$ cat config.mk
export PLATFORM = sky130hd
export DESIGN_NAME = dm_responder
export DESIGN_NICKNAME = d
export VERILOG_FILES = /design/src/rtl/dm_responder.sv
export SDC_FILE = /design/constraint.sdc
export NUM_CORES = 1
export LEC_CHECK = 0
export ABC_AREA = 0
export ABC_CLOCK_PERIOD_IN_PS = 3400
export CAP_MARGIN = 20
export CORE_MARGIN = 10
export CORE_UTILIZATION = 32
export CTS_CLUSTER_SIZE = 14
export DETAILED_ROUTE_END_ITERATION = 7
export DONT_BUFFER_PORTS = 1
export HOLD_SLACK_MARGIN = 0.15
export PLACE_DENSITY = 0.53
export REMOVE_ABC_BUFFERS = 1
export SLEW_MARGIN = 20
export SYNTH_ARGS = -nofsm -noshare
export SYNTH_HDL_FRONTEND = slang
export SYNTH_SLANG_ARGS = --single-unit
$ cat constraint.sdc
create_clock -name clk -period 3.4 [get_ports clk]
set_input_delay 0.51 -clock clk [delete_from_list [all_inputs] [get_ports clk]]
set_output_delay 0.51 -clock clk [all_outputs]
set_load 0.01 [all_outputs]
$ cat src/rtl/dm_responder.sv
// dm_responder: memory-side end of the CPU data-memory port.
// Stores are posted into a small circular write buffer that drains to a slow
// req/ack external bus. Loads are served from the buffer when the address is
// pending there. Otherwise they go to the external bus, and DM_stall holds
// the CPU until the data comes back.
module dm_responder #(
    parameter int ADDR_W   = 16,
    parameter int DATA_W   = 32,
    parameter int WB_DEPTH = 4,
    parameter int WB_AW    = 2
) (
    input  logic              clk,
    input  logic              rst,
    input  logic [ADDR_W-1:0] DM_Address,
    input  logic              DM_enable,
    input  logic              DM_read,
    input  logic [DATA_W-1:0] DM_Write_Data,
    output logic [DATA_W-1:0] DM_Read_Data,
    output logic              DM_stall,
    output logic              ext_req,
    output logic              ext_we,
    output logic [ADDR_W-1:0] ext_addr,
    output logic [DATA_W-1:0] ext_wdata,
    input  logic              ext_ack,
    input  logic [DATA_W-1:0] ext_rdata
);

    // The occupancy counter needs one extra bit to represent "full".
    localparam int CW = WB_AW + 1;

    typedef enum logic [1:0] {
        IDLE    = 2'd0,
        RD_REQ  = 2'd1,
        RD_DONE = 2'd2,
        WR_REQ  = 2'd3
    } state_t;

    state_t state_q, state_d;

    // Write buffer storage. Only the head/tail/count control state is reset.
    logic [ADDR_W-1:0] wb_addr_q [WB_DEPTH];
    logic [DATA_W-1:0] wb_data_q [WB_DEPTH];
    logic [WB_AW-1:0]  head_q;
    logic [WB_AW-1:0]  tail_q;
    logic [CW-1:0]     count_q;

    // External bus registers and the captured load-miss data.
    logic              ext_req_q, ext_req_d;
    logic              ext_we_q, ext_we_d;
    logic [ADDR_W-1:0] ext_addr_q, ext_addr_d;
    logic [DATA_W-1:0] ext_wdata_q, ext_wdata_d;
    logic [DATA_W-1:0] rd_data_q, rd_data_d;

    logic              full;
    logic              push;
    logic              pop;
    logic              load_req;
    logic              hit;
    logic [DATA_W-1:0] hit_data;
    logic [WB_AW-1:0]  idx;

    assign full     = (count_q == CW'(WB_DEPTH));
    // A store always wins over a simultaneous load.
    assign load_req = DM_read && !DM_enable;
    // A pop in the same cycle does not make room, because full is taken from
    // the registered count.
    assign push     = rst && DM_enable && !full;
    assign pop      = (state_q == WR_REQ) && ext_ack;

    assign ext_req   = ext_req_q;
    assign ext_we    = ext_we_q;
    assign ext_addr  = ext_addr_q;
    assign ext_wdata = ext_wdata_q;

    // Buffer lookup. Entries are scanned oldest to youngest, so the last
    // match (the youngest one) supplies the data.
    always_comb begin
        hit      = 1'b0;
        hit_data = '0;
        idx      = '0;
        for (int k = 0; k < WB_DEPTH; k++) begin
            idx = head_q + WB_AW'(k);
            if ((CW'(k) < count_q) && (wb_addr_q[idx] == DM_Address)) begin
                hit      = 1'b1;
                hit_data = wb_data_q[idx];
            end
        end
    end

    // CPU-facing response: read data and stall, both forced low during reset.
    always_comb begin
        DM_Read_Data = '0;
        DM_stall     = 1'b0;
        if (rst) begin
            if (DM_enable) begin
                DM_stall = full;
            end else begin
                if (DM_read && hit) begin
                    DM_Read_Data = hit_data;
                end else if (state_q == RD_DONE) begin
                    DM_Read_Data = rd_data_q;
                end
                if (DM_read && !hit && (state_q != RD_DONE)) begin
                    DM_stall = 1'b1;
                end
            end
        end
    end

    // Bus sequencer next state. A load miss is launched before any drain;
    // the bus registers only change when a request starts or is acknowledged.
    always_comb begin
        state_d     = state_q;
        ext_req_d   = ext_req_q;
        ext_we_d    = ext_we_q;
        ext_addr_d  = ext_addr_q;
        ext_wdata_d = ext_wdata_q;
        rd_data_d   = rd_data_q;
        case (state_q)
            IDLE: begin
                if (load_req && !hit) begin
                    state_d     = RD_REQ;
                    ext_req_d   = 1'b1;
                    ext_we_d    = 1'b0;
                    ext_addr_d  = DM_Address;
                    ext_wdata_d = '0;
                end else if (count_q != '0) begin
                    state_d     = WR_REQ;
                    ext_req_d   = 1'b1;
                    ext_we_d    = 1'b1;
                    ext_addr_d  = wb_addr_q[head_q];
                    ext_wdata_d = wb_data_q[head_q];
                end
            end
            RD_REQ: begin
                if (ext_ack) begin
                    rd_data_d = ext_rdata;
                    ext_req_d = 1'b0;
                    state_d   = RD_DONE;
                end
            end
            RD_DONE: begin
                state_d = IDLE;
            end
            WR_REQ: begin
                if (ext_ack) begin
                    ext_req_d = 1'b0;
                    state_d   = IDLE;
                end
            end
            default: begin
                state_d = IDLE;
            end
        endcase
    end

    // Control and bus registers with synchronous active-low reset.
    // Reset also discards any pending buffer entries.
    always_ff @(posedge clk) begin
        if (!rst) begin
            state_q     <= IDLE;
            head_q      <= '0;
            tail_q      <= '0;
            count_q     <= '0;
            ext_req_q   <= 1'b0;
            ext_we_q    <= 1'b0;
            ext_addr_q  <= '0;
            ext_wdata_q <= '0;
            rd_data_q   <= '0;
        end else begin
            state_q     <= state_d;
            ext_req_q   <= ext_req_d;
            ext_we_q    <= ext_we_d;
            ext_addr_q  <= ext_addr_d;
            ext_wdata_q <= ext_wdata_d;
            rd_data_q   <= rd_data_d;
            if (push) begin
                tail_q <= tail_q + WB_AW'(1);
            end
            if (pop) begin
                head_q <= head_q + WB_AW'(1);
            end
            count_q <= count_q + CW'(push) - CW'(pop);
        end
    end

    // Write buffer payload, written at the tail on an accepted store.
    always_ff @(posedge clk) begin
        if (push) begin
            wb_addr_q[tail_q] <= DM_Address;
            wb_data_q[tail_q] <= DM_Write_Data;
        end
    end

endmodule

==> results.py, run 1 <==
metrics = {
    "status": {
        "status": "finished with violations",
        "violations": "negative setup slack",
    },
    "die": {
        "rows": 81,
        "start_util_pct": 32.31,
        "die_area_um2": 58600,
        "core_area_um2": 48850,
        "io_pins": 168,
        "die_w_um": 242.1,
        "die_h_um": 242.1,
    },
    "logic_synthesis": {
        "ys_seq_area_share_pct": 48.33,
        "yosys.area.top_type": "edfxtp_1",
        "synthDistinctLibCells": 58,
        "netlist_top_cells_area": "edfxtp_1, mux4_2, dfxtp_1",
        "synth_area_um2": 15780,
        "yosysTopAreaCellShare_pct": 36.53,
        "synthFlopType": "edfxtp_1",
        "postSynthCellCount": 1356,
        "synth_edf_count": 192,
        "async_flop_share_pct": 0,
        "ys.warnings.count": 0,
        "ys_seq_elements": 285,
        "syn_area_per_cell_um2": 11.64,
    },
    "cts": {
        "cts_made_buffers": 36,
        "cts_sinks": 285,
        "cts_max_level": 2,
        "clk_pin_slew_ns": 0.06,
        "cts_root_buf": "clkbuf_16",
        "cts_tree": "built",
        "worstSkewPairLatency_ns": 0.55,
        "cts_max_path_buffers": 3,
    },
    "critical_path": {
        "cp-start-kind": "register",
        "cp_common_cell": "or4_4",
        "path_buf_inv": 4,
        "slowest_stage": "or4_4",
        "rr_startpoint": "head_q[0]$_SDFFE_PN0P_",
        "crit_path_end_kind": "output port",
        "critPathMaxStageDelay_ns": 0.59,
        "worstSetupPathType": "register to output port",
        "cp_top_family": "simple AND/OR/NAND/NOR gates",
        "reg2reg_depth": 12,
        "crit_arrival_ns": 3.99,
        "r2r_slack_ns": -0.19,
        "r2r_end": "ext_addr[3]$_SDFFE_PN0P_",
        "cp_max_fo": 25,
        "crit_path_cell_trace": "buf_6 -> mux4_2 -> xnor2_2 -> nand2_1 -> or4_4 -> or4_4 -> buf_8 -> and4_4 -> o21ai_4 -> buf_12 -> o32ai_1 -> buf_4",
        "required_ns": 2.89,
    },
    "detailed_routing": {
        "routed_wl_um": 53920,
        "viasPerCell": 5.498,
        "dr.pass1.iters": 5,
        "avgRoutedWirePerCell_um": 23.84,
        "first_iter_violations": 978,
        "drc": 0,
        "vias": 12440,
        "ant_nets": 0,
    },
    "job": {
        "timing.max_cap.violations": 0,
    },
    "grt": {
        "use_met1_pct": 23.21,
        "grt-busiest-layer": "met2",
        "gr-usage-met3_pct": 3.693,
        "use_met2_pct": 28.95,
        "grt_pass1_vias": 12460,
        "grt_pass1_wl_um": 80500,
        "grt_usage_pct": 17.77,
        "grt_antenna_before_repair": 3,
        "grt_max_degree": 126,
        "gr-total-overflow": 0,
    },
    "power_and_ir_drop": {
        "finalPower_uw": 10630,
        "switching_share_pct": 31.19,
        "vdd_ir_drop_max_uv": 404.7,
        "clock_power_share_pct": 34.4,
        "switching_power_uw": 3315,
        "intPower_uw": 7313,
        "p_seq_share_pct": 42.6,
        "p_per_area_nw_per_um2": 517.0,
        "leakage_uw": 0.006578,
        "pwr-share-comb_pct": 22.9,
    },
    "min_path": {
        "whs_path_depth": 3,
        "hp-start": "DM_enable",
        "hold_path_end": "tail_q[1]$_SDFFE_PN0P_",
        "hp-class": "input port to register",
    },
    "sta": {
        "timing.fmax_ghz": 0.2223,
        "min_period_ns": 4.498,
        "final_max_slew_viol_count": 0,
        "rsz0062_at_grt": "yes",
        "hold_viol": 0,
        "slew_headroom_pct": 40.77,
        "fin_ws_ns": -1.098,
        "finalCritPeriodShare_pct": 132.3,
        "tightest_slew_ns": 0.8885,
        "setup_viol": 52,
        "fin_skew_ns": 0.02260,
    },
    "placed_design": {
        "place_congestion": 0.8716,
        "dpl.hpwl_um": 35220,
        "post-place-cells": 2095,
        "portBuffers": 0,
    },
    "final_layout": {
        "multi_input_area_um2": 7956,
        "drive_above_1_share_pct": 31.10,
        "final_cell_mix": "edfxtp_1, buf_4, nand2_1",
        "n_antenna_cell": 0,
        "area_growth_syn_to_layout_pct": 30.27,
        "num-nets-final": 1665,
        "register_area_um2": 7642,
        "layout.cells.non_filler": 2262,
        "fillCellCount": 4630,
        "final_common_cell": "edfxtp_1",
    },
}
## cell usage after synthesis, types with 19 or more instances
cell and number:
a211oi_1 34, a21oi_1 103, a221oi_1 32, buf_1 21, buf_2 22, clkbuf_1 74
dfxtp_1 93, edfxtp_1 192, inv_1 49, mux2_2 36, mux2i_1 65, mux4_2 101
nand2_1 177, nor2_1 61, nor4_1 19, o21ai_0 36, o22ai_1 36, o32ai_1 33
xnor2_1 40, xor2_1 23
## routing by layer
metal  part of all wire, %  routed length (µm)
met1                    44               23570
met2                    48               25650
met3                   6.1                3281
met4                   2.6                1381
met5                 0.076                  41
## state kept, by name, indices dropped and copies added (netlist names), named ones only
name	flops
tail_q	2
ext_we	1
wb_data_q	128
ext_req	1
ext_wdata	32
count_q	3
head_q	2
rd_data_q	32
ext_addr	16
wb_addr_q	64
state_q	2
## cell type report
cell class                 count  area share [%]
clock inverter                11          0.5173
multi-input combinational    897           38.70
timing repair buffer         301           13.66
sequential                   285           37.17
clock buffer                  54           5.002
inverter                      50          0.9129
tap                          664           4.041
## worst min-delay path, stage by stage
cell and delay [ns]:
nand2_1 0.05, nand2_1 0.07, a21oi_1 0.05
## power groups by stage
stage	sequential [µW]	clock, µW	combinational, µW
finish	4530	3660	2440
global route	4580	3900	2640
CTS	4540	3760	2430
detailed placement	4600	0	2160
global placement	4580	0	2130
floorplan	4530	0	1310
## timing repair
action                                  4_1_cts  5_1_grt
buffers inserted                             14        2
cloned                                        5        0
gates resized for setup                      81       25
hold buffers                                 82        0
pin swaps                                     6        6
hold endpoints to repair                    229        0
endpoints found under the setup margin       85       85
## kinds of logic (layout without fill, tap and decap cells)
| kind of cell | Yosys count | after routing | share of synthesized area, % |
|---|---|---|---|
| buffers and inverters | 174 | 416 | 4.598 |
| and+or+nand+nor | 318 | 318 | 8.879 |
| DFF | 285 | 285 | 48.33 |
| xor gates and xnor gates | 63 | 63 | 3.496 |
| AOI/OAI and AO/OA | 301 | 301 | 12.49 |
| muxes | 206 | 206 | 21.45 |
| adders and majority gates | 9 | 9 | 0.7611 |
## worst max-delay path by stage
stage                                       from               end  slack, ns  cells after the start
after floorplan           head_q[0]$_SDFFE_PN0P_  DM_Read_Data[11]      -6.94                      8
after global placement    head_q[0]$_SDFFE_PN0P_  DM_Read_Data[26]      -0.71                     13
after detailed placement  head_q[0]$_SDFFE_PN0P_   DM_Read_Data[8]      -0.75                     13
after CTS                 head_q[0]$_SDFFE_PN0P_   DM_Read_Data[8]      -1.13                     12
after global routing      head_q[0]$_SDFFE_PN0P_  DM_Read_Data[20]      -1.23                     13
final                     head_q[0]$_SDFFE_PN0P_  DM_Read_Data[20]      -1.10                     12
## metrics by stage
step / util, % / cell area (µm²) / setup WS [ns] / setup TNS [ns] / hold WS [ns]
detailed placement: 36.48 / 17820 / -0.7478 / -35.08 / 0.4463
floorplan: - / 15240 / -6.942 / -521.23 / 0.4363
CTS: 41.79 / 20410 / -1.127 / -39.63 / 0.1694
global placement: 36.48 / 17820 / -0.7127 / -32.31 / 0.4428
finish: 42.09 / 20560 / -1.098 / -37.95 / 0.1991
global route: 42.09 / 20560 / -1.233 / -44.97 / 0.2302
No activity file was read; power rests on OpenSTA's default activity.
==> inputs of run 2 (changes only) <==
--- a/config.mk
+++ b/config.mk
@@ -7,7 +7,7 @@
 export LEC_CHECK = 0
 export ABC_AREA = 0
 export ABC_CLOCK_PERIOD_IN_PS = 3400
-export CAP_MARGIN = 20
+export CAP_MARGIN = 25
 export CORE_MARGIN = 10
 export CORE_UTILIZATION = 32
 export CTS_CLUSTER_SIZE = 14
==> run 2 against run 1 <==
Net effect: the run still ends with negative setup slack left; combinational power increased by 7%; sequential cell count unchanged; maximum frequency is 0.15% lower; first-iteration DRC count down 1.1%; critical path depth rose by 2; critical path type unchanged; critical endpoint is now DM_Read_Data[31]; largest power group unchanged; highest routed layer unchanged.
==> results.py, run 2 (synthesis gave the netlist of run 1 again) <==
metrics = {
    "critical_path": {
        "crit_arrival_ns": 3.99,
        "slowest_stage": "or4_4",
        "crit_path_end_kind": "output port",
        "cp_max_fo": 7,
        "reg2reg_depth": 14,
        "cp_top_family": "buffers and inverters",
        "cp-start-kind": "register",
        "path_buf_inv": 7,
        "required_ns": 2.89,
        "crit_path_cell_trace": "buf_12 -> buf_4 -> mux4_2 -> xnor2_2 -> o211ai_1 -> or4_4 -> buf_8 -> and4_4 -> o21ai_4 -> buf_6 -> buf_12 -> buf_16 -> o32ai_1 -> buf_4",
        "critPathMaxStageDelay_ns": 0.59,
        "cp_num_cells": 14,
        "worstSetupPathType": "register to output port",
    },
    "sta": {
        "hold_viol": 0,
        "fin_skew_ns": 0.03300,
        "final_max_slew_viol_count": 0,
        "slew_headroom_pct": 43.40,
        "timing.fmax_ghz": 0.2220,
        "rsz0062_at_grt": "yes",
        "tightest_slew_ns": 0.8490,
        "setup_viol": 52,
        "finalCritPeriodShare_pct": 132.5,
        "fin_ws_ns": -1.105,
        "min_period_ns": 4.505,
    },
    "grt": {
        "grt_pass1_vias": 12890,
        "grt_pass1_wl_um": 83820,
        "grt_usage_pct": 18.53,
        "grt_antenna_before_repair": 3,
        "grt_max_degree": 66,
        "gr-total-overflow": 0,
    },
    "min_path": {
        "whs_path_depth": 3,
        "hp-class": "input port to register",
    },
    "final_layout": {
        "fillCellCount": 4485,
        "final_cell_mix": "edfxtp_1, nand2_1, buf_4",
        "reg.largest.list": "wb_data_q: 128 flops, wb_addr_q: 64 flops",
        "final_common_cell": "edfxtp_1",
        "area_growth_syn_to_layout_pct": 36.31,
        "register_area_um2": 7642,
        "multi_input_area_um2": 8497,
        "largest_register_ffs": 128,
        "num-nets-final": 1683,
        "n_antenna_cell": 0,
        "fin_area_um2": 21510,
        "drive_above_1_share_pct": 34.92,
        "top_register": "wb_data_q",
    },
    "die": {
        "start_util_pct": 32.31,
        "core_area_um2": 48850,
        "die_w_um": 242.1,
        "rows": 81,
        "die_h_um": 242.1,
        "die_area_um2": 58600,
        "io_pins": 168,
    },
    "power_and_ir_drop": {
        "vdd_ir_drop_max_uv": 380.0,
        "p_seq_share_pct": 41.6,
        "pwr-share-comb_pct": 23.9,
        "clock_power_share_pct": 34.5,
        "switching_share_pct": 31.73,
        "intPower_uw": 7429,
        "switching_power_uw": 3452,
        "leakage_uw": 0.006861,
        "p_per_area_nw_per_um2": 505.8,
        "finalPower_uw": 10880,
    },
    "detailed_routing": {
        "dr.pass1.iters": 5,
        "viasPerCell": 5.566,
        "ant_nets": 0,
        "vias": 12690,
        "first_iter_violations": 967,
        "avgRoutedWirePerCell_um": 24.59,
        "routed_wl_um": 56050,
        "drc": 0,
    },
    "status": {
        "violations": "negative setup slack",
        "status": "finished with violations",
    },
    "cts": {
        "cts_max_level": 2,
        "cts_made_buffers": 35,
        "clk_pin_slew_ns": 0.06,
        "cts_sinks": 285,
        "cts_tree": "built",
        "worstSkewPairLatency_ns": 0.56,
        "cts_max_path_buffers": 3,
        "cts_root_buf": "clkbuf_16",
    },
    "placed_design": {
        "dpl.hpwl_um": 35250,
        "portBuffers": 0,
        "dpl_cell_area_um2": 17840,
        "place_congestion": 0.8716,
    },
    "job": {
        "timing.max_cap.violations": 0,
    },
}
==> run 2: cell count changes in the layout (fill, tap and decap cells not counted), sizes merged <==
| cell | change |
|---|---|
| buf | +17 |
| bufinv | +2 |
| inv | +1 |
| clkinv | +4 |
| clkbuf | -8 |
| clkinvlp | +1 |
==> run 2: layout make-up <==
class                           count  share of cell area (%)
Timing Repair Buffer              320                   14.91
Clock buffer                       44                   4.414
Clock inverter                     19                  0.9189
Tap cell                          664                   3.862
Sequential cell                   285                   35.52
Inverter                           50                  0.8724
Multi-Input combinational cell    897                   39.50
==> run 2: path summary, 6_finish.rpt <==
kind	startpoint	end	slack [ns]
max	head_q[0]$_SDFFE_PN0P_	DM_Read_Data[31]	-1.10
min	DM_enable	tail_q[1]$_SDFFE_PN0P_	0.18
max reg2reg	head_q[0]$_SDFFE_PN0P_	ext_addr[9]$_SDFFE_PN0P_	-0.26
min reg2reg	rd_data_q[16]$_SDFFE_PN0P_	rd_data_q[16]$_SDFFE_PN0P_	0.45
==> run 2: repair_timing <==
item / CTS / global route
gates resized for setup: 140 / 74
hold buffers: 82 / 0
pin swaps: 18 / 13
setup buffers: 28 / 2
cloned: 8 / 2
hold endpoints to repair: 229 / 0
setup endpoints to repair: 85 / 85
==> run 2: worst register-to-register path: cells and delay by family, from the launching register on <==
kind / cells / cell delay [ns]
xor+xnor: 1 / 0.24
buf+inv: 7 / 1.03
compound gates: 3 / 0.49
flops: 1 / 0.42
mux: 1 / 0.56
simple gates: 2 / 0.76
==> run 2: power by group through the flow <==
stage	Clock (µW)	Combinational (µW)	Sequential (µW)
6_report	3750	2600	4530
5_1_grt	3990	2800	4580
4_1_cts	3830	2500	4530
3_5_place_dp	0	2170	4600
3_3_place_gp	0	2130	4580
2_1_floorplan	0	1310	4530
==> run 2: per-stage QoR <==
stage / hold slack (ns) / utilization [%] / TNS (ns) / cells / worst slack, ns
floorplan: 0.4363 / - / -521.23 / 1232 / -6.942
global placement: 0.4428 / 36.48 / -32.31 / 2095 / -0.7127
detailed placement: 0.4463 / 36.52 / -34.88 / 2096 / -0.7421
CTS: 0.1578 / 43.03 / -37.06 / 2276 / -1.125
global route: 0.2028 / 44.04 / -45.65 / 2279 / -1.244
finish: 0.1820 / 44.04 / -38.87 / 2279 / -1.105
==> run 2: routing by layer <==
layer	vias up	GRT usage (%)	wire length [µm]
met5	-	0	41
met4	6	5.641	1337
met3	92	4.233	3754
met2	429	30.48	27100
met1	6452	23.84	23820
li1	5706	-	-
